## config.mk

```make
export PLATFORM = sky130hd
export DESIGN_NAME = uart_frame_parser
export DESIGN_NICKNAME = d
export VERILOG_FILES = /design/src/rtl/uart_frame_parser.sv
export SDC_FILE = /design/constraint.sdc
export NUM_CORES = 1
export LEC_CHECK = 0
export CORE_MARGIN = 1.5
export CORE_UTILIZATION = 26
export DETAILED_ROUTE_END_ITERATION = 12
export GPL_TIMING_DRIVEN = 0
export PLACE_DENSITY = 0.44
export SYNTH_ARGS = -nofsm -noshare
export SYNTH_HDL_FRONTEND = slang
export SYNTH_SLANG_ARGS = --single-unit
```

## constraint.sdc

```tcl
create_clock -name sclk_50M -period 6.35 [get_ports sclk_50M]
set_input_delay 1.27 -clock sclk_50M [delete_from_list [all_inputs] [get_ports sclk_50M]]
set_output_delay 1.27 -clock sclk_50M [all_outputs]
set_load 0.01 [all_outputs]
```

## src/rtl/uart_frame_parser.sv

```systemverilog
// Frame parser behind the UART receiver: HEADER, LEN, payload, CHK.
// Checked payloads are buffered and replayed on a valid/ready byte stream.
module uart_frame_parser #(
  parameter logic [7:0]  HEADER  = 8'hA5,
  parameter int unsigned MAX_LEN = 16,
  parameter int unsigned TMO_CYC = 50000
) (
  input  logic       sclk_50M,
  input  logic       s_rst_n,
  input  logic [7:0] rx_data,
  input  logic       done_flag,
  output logic [7:0] pay_data,
  output logic       pay_valid,
  output logic       pay_last,
  input  logic       pay_ready,
  output logic       frame_ok,
  output logic       err_len,
  output logic       err_chk,
  output logic       err_tmo,
  output logic       rx_drop,
  output logic       busy
);

  localparam int unsigned IDX_W = $clog2(MAX_LEN + 1);
  localparam int unsigned AW    = (MAX_LEN > 1) ? $clog2(MAX_LEN) : 1;
  localparam int unsigned CNT_W = $clog2(TMO_CYC + 1);

  typedef enum logic [2:0] {
    S_IDLE,
    S_LEN,
    S_DATA,
    S_CHK,
    S_SEND
  } state_t;

  state_t           state_q, state_d;
  logic [IDX_W-1:0] len_q, len_d;
  logic [IDX_W-1:0] idx_q, idx_d;
  logic [7:0]       sum_q, sum_d;
  logic [CNT_W-1:0] tmo_q, tmo_d;
  logic [7:0]       pay_data_q, pay_data_d;
  logic             pay_last_q, pay_last_d;
  logic             frame_ok_q, frame_ok_d;
  logic             err_len_q, err_len_d;
  logic             err_chk_q, err_chk_d;
  logic             err_tmo_q, err_tmo_d;
  logic             rx_drop_q, rx_drop_d;
  logic             buf_we;
  logic [7:0]       buf_q [MAX_LEN];

  always_comb begin
    state_d    = state_q;
    len_d      = len_q;
    idx_d      = idx_q;
    sum_d      = sum_q;
    tmo_d      = '0;
    pay_data_d = pay_data_q;
    pay_last_d = pay_last_q;
    frame_ok_d = 1'b0;
    err_len_d  = 1'b0;
    err_chk_d  = 1'b0;
    err_tmo_d  = 1'b0;
    rx_drop_d  = 1'b0;
    buf_we     = 1'b0;

    unique case (state_q)
      S_IDLE: begin
        if (done_flag && (rx_data == HEADER)) state_d = S_LEN;
      end

      S_LEN, S_DATA, S_CHK: begin
        // A byte on the terminal-count cycle takes priority over the timeout.
        if (done_flag) begin
          if (state_q == S_LEN) begin
            if ((rx_data == '0) || (32'(rx_data) > MAX_LEN)) begin
              err_len_d = 1'b1;
              state_d   = S_IDLE;
            end else begin
              len_d   = rx_data[IDX_W-1:0];
              sum_d   = rx_data;
              idx_d   = '0;
              state_d = S_DATA;
            end
          end else if (state_q == S_DATA) begin
            buf_we = 1'b1;
            sum_d  = sum_q + rx_data;
            if (idx_q == len_q - 1'b1) state_d = S_CHK;
            else                       idx_d   = idx_q + 1'b1;
          end else begin
            if (rx_data == sum_q) begin
              frame_ok_d = 1'b1;
              idx_d      = '0;
              pay_data_d = buf_q[0];
              pay_last_d = (len_q == IDX_W'(1));
              state_d    = S_SEND;
            end else begin
              err_chk_d = 1'b1;
              state_d   = S_IDLE;
            end
          end
        end else if (tmo_q == CNT_W'(TMO_CYC - 1)) begin
          err_tmo_d = 1'b1;
          state_d   = S_IDLE;
        end else begin
          tmo_d = tmo_q + 1'b1;
        end
      end

      S_SEND: begin
        // idx doubles as the read pointer once the payload is captured.
        rx_drop_d = done_flag;
        if (pay_ready) begin
          if (pay_last_q) begin
            pay_last_d = 1'b0;
            state_d    = S_IDLE;
          end else begin
            idx_d      = idx_q + 1'b1;
            pay_data_d = buf_q[idx_d[AW-1:0]];
            pay_last_d = (idx_d == len_q - 1'b1);
          end
        end
      end

      default: state_d = S_IDLE;
    endcase
  end

  always_ff @(posedge sclk_50M or negedge s_rst_n) begin
    if (!s_rst_n) begin
      state_q    <= S_IDLE;
      len_q      <= '0;
      idx_q      <= '0;
      sum_q      <= '0;
      tmo_q      <= '0;
      pay_data_q <= '0;
      pay_last_q <= 1'b0;
      frame_ok_q <= 1'b0;
      err_len_q  <= 1'b0;
      err_chk_q  <= 1'b0;
      err_tmo_q  <= 1'b0;
      rx_drop_q  <= 1'b0;
    end else begin
      state_q    <= state_d;
      len_q      <= len_d;
      idx_q      <= idx_d;
      sum_q      <= sum_d;
      tmo_q      <= tmo_d;
      pay_data_q <= pay_data_d;
      pay_last_q <= pay_last_d;
      frame_ok_q <= frame_ok_d;
      err_len_q  <= err_len_d;
      err_chk_q  <= err_chk_d;
      err_tmo_q  <= err_tmo_d;
      rx_drop_q  <= rx_drop_d;
    end
  end

  // Payload storage is deliberately unreset; only written entries are ever read.
  always_ff @(posedge sclk_50M) begin
    if (buf_we) buf_q[idx_q[AW-1:0]] <= rx_data;
  end

  assign pay_data  = pay_data_q;
  assign pay_valid = (state_q == S_SEND);
  assign pay_last  = pay_last_q;
  assign frame_ok  = frame_ok_q;
  assign err_len   = err_len_q;
  assign err_chk   = err_chk_q;
  assign err_tmo   = err_tmo_q;
  assign rx_drop   = rx_drop_q;
  assign busy      = (state_q != S_IDLE);

endmodule
```

==> out/metrics.yaml <==
seq_power_share: 0.434
max-cap-violations: 0
wl_met1_mm: 8.58
initial_core_util: 0.265
cts_hold_buffers: 0
holdCritStartpoint: "tmo_q[0]"
p_sw_w: 0.000907
dp_slack_ns: 1.59
fp.dieW_um: 180
grt_first_pass_wirelength_mm: 29.7
grt_overflow: 0
wl_met3_um: 615
ios: 28
timing.final.crit_share: 0.674
antennaDiodeCount: 0
drv_slew: 0
detail-route-antenna-nets: 0
cp_max_fo: 23
reg2reg_to: "pay_data[6]"
worstPathRequired_ns: 6.71
power.density_nw_per_um2: 335
cp-start-kind: "input pin"
die_h_um: 180
endpoint_kind: "flop"
final_nets: 636
route.final.wire_length_mm: 19.0
postCtsSetupBuffers: 0
async_reset_ff_frac: 0.285
avgSynthCellArea_um2: 14.5
place_congestion: 0.771
r2r.worst_path.cells: 12
numCtsBuffers: 17
dieArea_um2: 32300
top_layer: "met4"
dp_cells: 984
rows: 64
setup_viol: 0
max_freq_mhz: 234
max_stage_delay_ns: 1.10
grt_pass1_vias: 5021
rrSetupSlack_ns: 2.80
power_frac_comb: 0.236
num_vias: 4730
post-route-drc-count: 0
drive_above_1_share: 0.170
numPortBuffers: 26
dpl.hpwl_mm: 12.8
clk_pin_slew_ns: 0.07
cpMaxStageDelayCell: "clkdlybuf4s50_1"
switching_share: 0.285
cts_tree: "done"
yosys_most_used_dff: "edfxtp_1"
hold_path_depth: 1
wl_per_cell_um: 18.7
synth-seq-cells: 179
cts_max_path_buffers: 2
final_cell_mix: "edfxtp_1 (128), dfrtp_1 (51), nor2_1 (50)"
hp-class: "flop to flop"
layout_min_cycle_time_ns: 4.28
irDropWorstVdd_mv: 0.148
cts.sinks: 179
antenna_found_initial: 0
coreArea_um2: 30700
fin_setup_tns_ns: 0
path_cells: "clkdlybuf4s50_1, ha_1, nor4_1, and3_1, a41oi_1, a221oi_4, buf_2, nor2_1, a21oi_1"
final_hold_viol_count: 0
dr.pass1.iters: 4
worst_slack_ns: 2.07
grt_setup_unrepaired: "no"
vias_per_cell: 4.65
worstSetupPathType: "input pin to flop"
cp.arrival_ns: 4.64
maxSlewHeadroom: 0.291
r2r_start: "idx_q[0]"
post_cts_resized: 0
mostFrequentLayoutCell: "edfxtp_1"
ys_seq_area_frac: 0.631
area_delta_synth_final_pct: 16.9
total_power_w: 0.00318
worstSkewPairLatency_ns: 0.44
ys_types: 60
worst_pin_slew_ns: 1.06
yosys_warnings: 0
drtIter0Drc: 369
syn_area_um2: 8120
holdPathEnd: "tmo_q[0]"
outcome: "finished clean"
clock_skew_ns: 0.0104
grt_usage: 0.122
htreeDepth: 4
synthCells: 561
grt_max_degree: 39
synth.net_count: 588
synth_edf_count: 128
p_leak_nw: 3.23
clkPwrFrac: 0.330
root_buffer: "clkbuf_16"
fin_cells: 1018
p_int_w: 0.00227
met2_length_mm: 9.59
[layer usage]
layer | vias to the layer above | track usage
met5 | - | 0
met4 | 0 | 0.0390
met3 | 16 | 0.0243
met2 | 70 | 0.209
met1 | 2424 | 0.155
li1 | 2220 | -
[power groups by stage]
stage | clock [W] | combinational (W) | sequential, W
floorplan | 0 | 0.000520 | 0.00141
global placement | 0 | 0.000749 | 0.00140
detailed placement | 0 | 0.000760 | 0.00141
CTS | 0.00107 | 0.000765 | 0.00138
global route | 0.00112 | 0.000831 | 0.00139
finish | 0.00105 | 0.000750 | 0.00138
[synth_stat cells, types with 2 or more instances]
cell / instances / area (um^2)
nor4_1: 5 / 31.3
and2_1: 11 / 68.8
xor2_1: 11 / 96.3
and4_1: 2 / 17.5
o31ai_1: 5 / 37.5
nor2_1: 50 / 188
o21ai_0: 14 / 70.1
a21oi_1: 28 / 140
nand2b_1: 5 / 31.3
or3_1: 4 / 25.0
buf_2: 10 / 50.1
edfxtp_1: 128 / 3840
xnor2_1: 17 / 149
nand2_1: 39 / 146
o21a_1: 4 / 30.0
a311oi_1: 9 / 78.8
nand4_1: 4 / 25.0
buf_4: 5 / 37.5
mux4_2: 32 / 721
clkbuf_1: 7 / 26.3
inv_1: 16 / 60.1
a41oi_1: 2 / 17.5
ha_1: 14 / 175
nor4b_1: 4 / 35.0
nand3b_1: 3 / 22.5
dfrtp_1: 51 / 1280
mux2i_1: 4 / 40.0
nor3_1: 12 / 60.1
and3_1: 4 / 25.0
buf_6: 2 / 22.5
mux2_2: 6 / 67.6
nor2b_1: 6 / 37.5
nand3_1: 13 / 65.1
a211oi_1: 8 / 60.1
[through the flow]
stage	util	cell area [um^2]	hold WS, ns
after floorplan	-	8120	0.433
after global placement	0.289	8870	0.455
after detailed placement	0.290	8890	0.458
after CTS	0.309	9470	0.467
after global routing	0.309	9490	0.485
final	0.309	9490	0.465
[worst max-delay path, delay by kind of cell]
| family | cells | cell delay [ns] |
|---|---|---|
| simple gates | 3 | 0.83 |
| compound gates | 3 | 0.73 |
| buf+inv | 2 | 1.39 |
| fa+ha+maj | 1 | 0.41 |
[registers in the layout, indices dropped and copies added (netlist names), 3 cells and up]
signal	flops
buf_q	128
tmo_q	16
pay_data	8
sum_q	8
idx_q	5
len_q	5
state_q	3
[how the worst max path moves through the flow]
| stage | start | slack, ns | end | cells after the start |
|---|---|---|---|---|
| after floorplan | done_flag | 3.28 | buf_q[0][0] | 6 |
| after global placement | rx_data[4] | 1.65 | pay_data[5] | 9 |
| after detailed placement | rx_data[3] | 1.59 | pay_data[6] | 9 |
| after CTS | rx_data[3] | 2.05 | pay_data[6] | 9 |
| after global routing | rx_data[4] | 1.76 | pay_data[6] | 9 |
| final | rx_data[4] | 2.07 | pay_data[6] | 9 |
[logic make-up (layout without fill, tap and decap cells)]
kind of cell,Yosys count,in the layout,share of synthesized area
AOI/OAI and AO/OA,82,82,0.0718
DFF,179,179,0.631
adders and majority gates,15,15,0.0240
muxes,43,43,0.104
xor gates and xnor gates,30,30,0.0355
and+or+nand+nor,172,172,0.110
buffers and inverters,40,101,0.0242
[layout make-up]
| class | count | area (um^2) |
|---|---|---|
| multi-input combinational | 342 | 2810 |
| fill | 3065 | 21200 |
| sequential | 179 | 5120 |
| timing repair buffer | 29 | 290 |
| clock buffer | 19 | 433 |
| inverter | 16 | 60.1 |
| tap | 396 | 495 |
| clock inverter | 13 | 145 |
| buffer | 24 | 136 |
Power figures use the tool's default switching activity.
